**src/rtl/adc_spi_reader_pkg.sv**
```systemverilog
// Shared definitions for the serial ADC reader.
// Holds the FSM state type, the default frame geometry and a helper that sizes
// counters. No ports.

package adc_spi_reader_pkg;

    typedef enum logic [1:0] {
        StIdle,
        StCsSetup,
        StShift,
        StDone
    } state_e;

    // Number of bits needed to hold every value in 0..max_val (minimum one bit).
    function automatic int unsigned cnt_width(input int unsigned max_val);
        return (max_val < 2) ? 1 : $clog2(max_val + 1);
    endfunction

    // Default frame geometry: LEAD_BITS discarded bits followed by the result.
    localparam int unsigned AdcWidthDefault = 12;
    localparam int unsigned LeadBitsDefault = 3;
    localparam int unsigned ClkDivDefault   = 4;
    localparam int unsigned FrameBitsDefault = LeadBitsDefault + AdcWidthDefault;  // N

    // Counter widths for the default geometry. The bit counter must reach N itself.
    localparam int unsigned BitCntWDefault = cnt_width(FrameBitsDefault);
    localparam int unsigned DivCntWDefault = cnt_width(ClkDivDefault - 1);

endpackage

```
**src/rtl/adc_spi_reader_if.sv**
```systemverilog
// Bundle of the reader's host-side handshake and ADC pin signals.
//   master : the reader (drives busy, chip select, serial clock, sample outputs)
//   slave  : the environment (drives start request and serial data from the ADC)

interface adc_spi_reader_if #(
    parameter int unsigned ADC_WIDTH = 12
) ();

    logic                 start;
    logic                 busy;
    logic                 adc_cs_n;
    logic                 adc_sclk;
    logic                 adc_miso;
    logic [ADC_WIDTH-1:0] adc_value;
    logic                 sample_valid;

    modport master (
        input  start,
        input  adc_miso,
        output busy,
        output adc_cs_n,
        output adc_sclk,
        output adc_value,
        output sample_valid
    );

    modport slave (
        output start,
        output adc_miso,
        input  busy,
        input  adc_cs_n,
        input  adc_sclk,
        input  adc_value,
        input  sample_valid
    );

endinterface

```
**src/rtl/adc_sclk_gen.sv**
```systemverilog
// Half-period timer and serial clock generator.
//   clk, reset : system clock, asynchronous active-low reset
//   en_i       : advance the half-period counter
//   clr_i      : force counter to 0 and serial clock low (wins over en_i)
//   toggle_i   : let the tick flip the serial clock
//   tick_o     : high in the last cycle of each half-period (counter == CLK_DIV-1)
//   sclk_o     : registered serial clock, idle low

module adc_sclk_gen
    import adc_spi_reader_pkg::*;
#(
    parameter int unsigned CLK_DIV = 4
) (
    input  logic clk,
    input  logic reset,
    input  logic en_i,
    input  logic clr_i,
    input  logic toggle_i,
    output logic tick_o,
    output logic sclk_o
);

    localparam int unsigned DivW = cnt_width(CLK_DIV - 1);

    logic [DivW-1:0] div_q, div_d;
    logic            sclk_q, sclk_d;

    assign tick_o = en_i && (div_q == DivW'(CLK_DIV - 1));
    assign sclk_o = sclk_q;

    always_comb begin
        div_d  = div_q;
        sclk_d = sclk_q;
        if (clr_i) begin
            div_d  = '0;
            sclk_d = 1'b0;
        end else if (en_i) begin
            div_d = tick_o ? '0 : div_q + 1'b1;
            if (tick_o && toggle_i) begin
                sclk_d = ~sclk_q;
            end
        end
    end

    always_ff @(posedge clk or negedge reset) begin
        if (!reset) begin
            div_q  <= '0;
            sclk_q <= 1'b0;
        end else begin
            div_q  <= div_d;
            sclk_q <= sclk_d;
        end
    end

endmodule

```
**src/rtl/adc_spi_reader.sv**
```systemverilog
// Serial ADC front end: runs one chip-select frame per accepted start, shifts in
// LEAD_BITS + ADC_WIDTH bits on rising serial-clock edges, drops the leading bits
// and publishes the result with a one-cycle sample_valid strobe.
//   clk, reset : system clock, asynchronous active-low reset
//   bus        : start/busy handshake, ADC pins, adc_value/sample_valid outputs

module adc_spi_reader
    import adc_spi_reader_pkg::*;
#(
    parameter int unsigned ADC_WIDTH    = 12,
    parameter int unsigned LEAD_BITS    = 3,
    parameter int unsigned CLK_DIV      = 4,
    parameter int unsigned CS_IDLE_HALF = 2
) (
    input logic             clk,
    input logic             reset,
    adc_spi_reader_if.master bus
);

    localparam int unsigned N        = LEAD_BITS + ADC_WIDTH;
    localparam int unsigned BitCntW  = cnt_width(N);
    localparam int unsigned IdleCntW = cnt_width(CS_IDLE_HALF);

    state_e                state_q, state_d;
    logic                  cs_n_q, cs_n_d;
    logic [BitCntW-1:0]    bit_cnt_q, bit_cnt_d;
    logic [IdleCntW-1:0]   idle_cnt_q, idle_cnt_d;
    logic [ADC_WIDTH-1:0]  shift_q, shift_d;
    logic [ADC_WIDTH-1:0]  value_q, value_d;
    logic                  valid_q, valid_d;

    logic gen_en, gen_clr, gen_toggle;
    logic tick, sclk;

    adc_sclk_gen #(
        .CLK_DIV (CLK_DIV)
    ) u_sclk_gen (
        .clk      (clk),
        .reset    (reset),
        .en_i     (gen_en),
        .clr_i    (gen_clr),
        .toggle_i (gen_toggle),
        .tick_o   (tick),
        .sclk_o   (sclk)
    );

    always_comb begin
        state_d    = state_q;
        cs_n_d     = cs_n_q;
        bit_cnt_d  = bit_cnt_q;
        idle_cnt_d = idle_cnt_q;
        shift_d    = shift_q;
        value_d    = value_q;
        valid_d    = 1'b0;
        gen_en     = 1'b0;
        gen_clr    = 1'b0;
        gen_toggle = 1'b0;

        unique case (state_q)
            StIdle: begin
                gen_clr = 1'b1;
                cs_n_d  = 1'b1;
                if (bus.start) begin
                    state_d    = StCsSetup;
                    cs_n_d     = 1'b0;
                    bit_cnt_d  = '0;
                    idle_cnt_d = '0;
                    shift_d    = '0;
                end
            end
            StCsSetup: begin
                gen_en = 1'b1;
                if (tick) begin
                    state_d = StShift;
                end
            end
            StShift: begin
                gen_en     = 1'b1;
                gen_toggle = 1'b1;
                if (tick) begin
                    if (!sclk) begin
                        // Rising serial-clock edge: sample the ADC bit.
                        bit_cnt_d = bit_cnt_q + 1'b1;
                        if (bit_cnt_q >= BitCntW'(LEAD_BITS)) begin
                            shift_d = {shift_q[ADC_WIDTH-2:0], bus.adc_miso};
                        end
                    end else if (bit_cnt_q == BitCntW'(N)) begin
                        // Falling edge after the last bit ends the frame.
                        state_d = StDone;
                        cs_n_d  = 1'b1;
                        value_d = shift_q;
                        valid_d = 1'b1;
                    end
                end
            end
            StDone: begin
                gen_en = 1'b1;
                if (tick) begin
                    if (idle_cnt_q == IdleCntW'(CS_IDLE_HALF - 1)) begin
                        state_d = StIdle;
                    end else begin
                        idle_cnt_d = idle_cnt_q + 1'b1;
                    end
                end
            end
            default: begin
                state_d = StIdle;
            end
        endcase
    end

    always_ff @(posedge clk or negedge reset) begin
        if (!reset) begin
            state_q    <= StIdle;
            cs_n_q     <= 1'b1;
            bit_cnt_q  <= '0;
            idle_cnt_q <= '0;
            shift_q    <= '0;
            value_q    <= '0;
            valid_q    <= 1'b0;
        end else begin
            state_q    <= state_d;
            cs_n_q     <= cs_n_d;
            bit_cnt_q  <= bit_cnt_d;
            idle_cnt_q <= idle_cnt_d;
            shift_q    <= shift_d;
            value_q    <= value_d;
            valid_q    <= valid_d;
        end
    end

    assign bus.busy         = (state_q != StIdle);
    assign bus.adc_cs_n     = cs_n_q;
    assign bus.adc_sclk     = sclk;
    assign bus.adc_value    = value_q;
    assign bus.sample_valid = valid_q;

endmodule

```
**src/flat_wrapper.sv**
```systemverilog
// flat-port wrapper written by rule: the top's interface ports become plain ports
module adc_spi_reader_flat import adc_spi_reader_pkg::*;
#(
    parameter int unsigned ADC_WIDTH    = 12,
    parameter int unsigned LEAD_BITS    = 3,
    parameter int unsigned CLK_DIV      = 4,
    parameter int unsigned CS_IDLE_HALF = 2
)
  (clk, reset, bus_start, bus_adc_miso, bus_busy, bus_adc_cs_n, bus_adc_sclk, bus_adc_value, bus_sample_valid);
  adc_spi_reader_if #(.ADC_WIDTH(ADC_WIDTH)) bus_i ();
  input logic clk;
  input logic reset;
  input wire logic [$bits(bus_i.start)-1:0] bus_start;
  input wire logic [$bits(bus_i.adc_miso)-1:0] bus_adc_miso;
  output wire logic [$bits(bus_i.busy)-1:0] bus_busy;
  output wire logic [$bits(bus_i.adc_cs_n)-1:0] bus_adc_cs_n;
  output wire logic [$bits(bus_i.adc_sclk)-1:0] bus_adc_sclk;
  output wire logic [$bits(bus_i.adc_value)-1:0] bus_adc_value;
  output wire logic [$bits(bus_i.sample_valid)-1:0] bus_sample_valid;
  assign bus_i.start = bus_start;
  assign bus_i.adc_miso = bus_adc_miso;
  assign bus_busy = bus_i.busy;
  assign bus_adc_cs_n = bus_i.adc_cs_n;
  assign bus_adc_sclk = bus_i.adc_sclk;
  assign bus_adc_value = bus_i.adc_value;
  assign bus_sample_valid = bus_i.sample_valid;
  adc_spi_reader #(.ADC_WIDTH(ADC_WIDTH), .LEAD_BITS(LEAD_BITS), .CLK_DIV(CLK_DIV), .CS_IDLE_HALF(CS_IDLE_HALF)) u_core (.clk(clk), .reset(reset), .bus(bus_i));
endmodule
```
**config.mk**
```make
export PLATFORM = sky130hd
export DESIGN_NAME = adc_spi_reader_flat
export DESIGN_NICKNAME = d
export VERILOG_FILES = /design/src/rtl/adc_spi_reader_pkg.sv /design/src/rtl/adc_spi_reader_if.sv /design/src/rtl/adc_sclk_gen.sv /design/src/rtl/adc_spi_reader.sv /design/src/flat_wrapper.sv
export SDC_FILE = /design/constraint.sdc
export NUM_CORES = 1
export LEC_CHECK = 0
export CORE_UTILIZATION = 59
export CTS_BUF_LIST = sky130_fd_sc_hd__clkbuf_8 sky130_fd_sc_hd__clkbuf_16
export DETAILED_ROUTE_END_ITERATION = 10
export PLACE_DENSITY = 0.92
export SLEW_MARGIN = 5
export SYNTH_ARGS = -nofsm -noshare
export SYNTH_HDL_FRONTEND = slang
export SYNTH_SLANG_ARGS = --single-unit
```
**constraint.sdc**
```tcl
create_clock -name clk -period 6 [get_ports clk]
set_clock_uncertainty 0.2 [all_clocks]
set_input_delay 0.6 -clock clk [delete_from_list [all_inputs] [get_ports clk]]
set_output_delay 0.6 -clock clk [all_outputs]
set_load 0.01 [all_outputs]
```
==> flow_summary.yaml <==
power_and_ir_drop:
  switchingPower_uw: 96.68
  peakVddDrop_mv: 0.2134
  power.share.sequential: 0.485
  intPower_uw: 419.8
  pwr-share-comb: 0.016
  p_leak_uw: 0.0009660
  power_density_nw_per_um2: 237.9
  switching_share: 0.1872
  clockPowerShare: 0.499
run_status:
  outcome: "complete, but fails checks"
  violations: "DRC"
worst_setup_path:
  critical_path_required_ns: 5.98
  setup.worst_path.class: "reg2reg"
  worst_setup_path_end_kind: "flip-flop"
  cp_max_fo: 14
  cp_data_arrival_time_ns: 2.63
  cp-start-kind: "flip-flop"
route:
  viasPerCell: 6.072
  drt_first_pass_iters: 9
  drt_iter0_drc: 36
  drt_drc_violations_left: 3
  drt_wl_total_mm: 3.534
  wl_per_cell_um: 15.85
  drtAntennaViolNets: 0
  num_vias: 1354
finish:
  num-nets-final: 205
  final_core_utilization: 0.7610
  seq_area_um2: 927.1
  final_cell_mix: "dfrtp_1 (36), nand2_1 (26), clkdlybuf4s50_1 (19)"
  n_fill_cell: 217
  finalNonFillerCells: 223
  final_common_cell: "dfrtp_1"
  syn_to_final_growth_pct: 18.75
  diodes: 0
  multi_input_area_um2: 847.1
  drive_gt1_frac: 0.1406
sta:
  worst_pin_slew_ns: 0.8371
  period_minus_slack_ns: 2.652
  maxSlewHeadroom: 0.4419
  finalHoldViolations: 0
  post-route-period-util: 0.4420
  rsz0062_at_grt: "false"
  fmaxAchievable_ghz: 0.3770
  setup_violations: 0
  fin_setup_tns_ns: 0
  drv_slew: 0
floorplan:
  start_util: 0.6408
  die_h_um: 57.66
  core_region_area_um2: 2853
  die_w_um: 57.66
  dieArea_um2: 3325
  rows: 19
  ioPinCount: 20
global_routing:
  track_usage: 0.2475
  grt_max_degree: 38
  grt_overflow: 0
  grt_pass1_vias: 1342
  grt_pass1_wl_mm: 6.092
  antenna_found_initial: 0
cts:
  cts_tree: "done"
  path_clk_slew_ns: 0.07
  post_cts_resized: 0
  clock_sinks: 37
  clk_latency_ns: 0.30
  cts_setup_buffers: 0
  cts.path.max_buffers: 2
  cts_made_buffers: 5
  cts_max_level: 2
  clockRootBuffer: "clkbuf_8"
  postCtsHoldBufs: 0
yosys:
  yosysUniqueCellTypes: 32
  synth_seq_cells: 37
  netlist_instances: 171
  synthesis.area_um2: 1828
  synthesis.yosys.warnings: 0
  postSynthAreaPerCell_um2: 10.69
  syn_nets: 185
  yosysSeqAreaShare: 0.5072
place:
  hpwl_mm: 2.405
  routabilityCongestion: 0.8825
  dp_cells: 215
  io_buffers: 19
flow_run:
  maxCapViolations: 0
min_path:
  hold_class: "reg2reg"
## layout make-up
| class | instances | area share |
|---|---|---|
| well taps | 31 | 0.01787 |
| inverters | 4 | 0.006916 |
| flip-flops and latches | 37 | 0.4271 |
| repair buffers | 21 | 0.09452 |
| multi-input cells | 122 | 0.3902 |
| clock buffers | 5 | 0.03170 |
| clock inverters | 3 | 0.03170 |
## critical path, cell delays in order (launching register included)
cell and delay (ns):
dfrtp_1 0.42, inv_1 0.16, ha_1 0.43, nor2b_1 0.66, a21oi_1 0.14, nand4_1 0.19
mux2_2 0.35
## per-stage QoR
stage	worst slack, ns	cell area [um2]	power (uW)	hold slack (ns)
6_report	3.348	2171	516.5	0.3116
5_1_grt	3.147	2171	529.7	0.3269
4_1_cts	3.338	2171	521.5	0.3141
2_1_floorplan	3.805	1828	255.9	0.1044
3_3_place_gp	3.518	2033	263.6	0.2894
3_5_place_dp	3.390	2033	263.9	0.2961
## final timing paths
path / endpoint / slack [ns] / startpoint / cells after the start
min: u_core.bus.adc_value[1] / 0.31 / u_core.bus.adc_value[1] / 1
max reg2reg: u_core.state_q[1] / 3.35 / u_core.state_q[0] / 6
min reg2reg: u_core.bus.adc_value[1] / 0.31 / u_core.bus.adc_value[1] / 1
min in group asynchronous: u_core.shift_q[8] / 0.52 / reset / 2
max in group asynchronous: u_core.bus.adc_cs_n / 4.73 / reset / 2
max: u_core.state_q[1] / 3.35 / u_core.state_q[0] / 6
## power groups by stage
| stage | clock (uW) | sequential, uW | combinational [uW] |
|---|---|---|---|
| floorplan | 0 | 255 | 0.687 |
| global placement | 0 | 255 | 8.19 |
| detailed placement | 0 | 255 | 8.49 |
| CTS | 262 | 251 | 8.55 |
| global route | 270 | 251 | 9.35 |
| finish | 258 | 251 | 8.16 |
## cell families (layout without fill, tap and decap cells)
group | Yosys count | after routing | synth area share
fa+ha+maj | 10 | 10 | 0.06845
xor+xnor | 1 | 1 | 0.004792
buf+inv | 12 | 33 | 0.02943
simple gates | 55 | 55 | 0.1533
compound gates | 39 | 39 | 0.1342
flops | 37 | 37 | 0.5072
mux | 17 | 17 | 0.1027
## flip-flops by register name, summed over array words and instances (netlist names)
signal,cells
u_core.bus.adc_value,12
u_core.shift_q,12
u_core.bit_cnt_q,4
u_core.idle_cnt_q,2
u_core.state_q,2
u_core.u_sclk_gen.div_q,2
u_core.bus.adc_cs_n,1
u_core.bus.sample_valid,1
u_core.u_sclk_gen.sclk_o,1
## routing by layer
layer | track usage | vias up | part of all wire
li1 | - | 637 | -
met1 | 0.2964 | 673 | 0.43
met2 | 0.4236 | 36 | 0.52
met3 | 0.06250 | 8 | 0.037
met4 | 0.1122 | 0 | 0.020
met5 | 0 | - | 0
## synth_stat cells
| cell | number | area share |
|---|---|---|
| dfrtp_1 | 36 | 0.49 |
| nand2_1 | 26 | 0.053 |
| o21ai_0 | 16 | 0.044 |
| mux2_2 | 14 | 0.086 |
| ha_1 | 10 | 0.068 |
| o211ai_1 | 9 | 0.037 |
| clkbuf_1 | 6 | 0.012 |
| nor2_1 | 6 | 0.012 |
| a21oi_1 | 5 | 0.014 |
| inv_1 | 4 | 0.0082 |
| nand3_1 | 4 | 0.011 |
| nand3b_1 | 4 | 0.016 |
| o31ai_1 | 4 | 0.016 |
| mux2i_1 | 3 | 0.016 |
| nand2b_1 | 3 | 0.010 |
| nor2b_1 | 3 | 0.010 |
| and2_1 | 2 | 0.0068 |
| nor3_1 | 2 | 0.0055 |
| a2111o_1 | 1 | 0.0062 |
| a21o_1 | 1 | 0.0041 |
| buf_2 | 1 | 0.0027 |
| buf_6 | 1 | 0.0062 |
| dfstp_2 | 1 | 0.014 |
| nand2b_4 | 1 | 0.0075 |
| nand4_1 | 1 | 0.0034 |
| nor2b_4 | 1 | 0.0075 |
| o211a_1 | 1 | 0.0055 |
| o21ai_1 | 1 | 0.0027 |
| o2bb2ai_1 | 1 | 0.0048 |
| or2_1 | 1 | 0.0034 |
| or4b_1 | 1 | 0.0055 |
| xor2_1 | 1 | 0.0048 |
No activity file was read; power rests on OpenSTA's default activity.
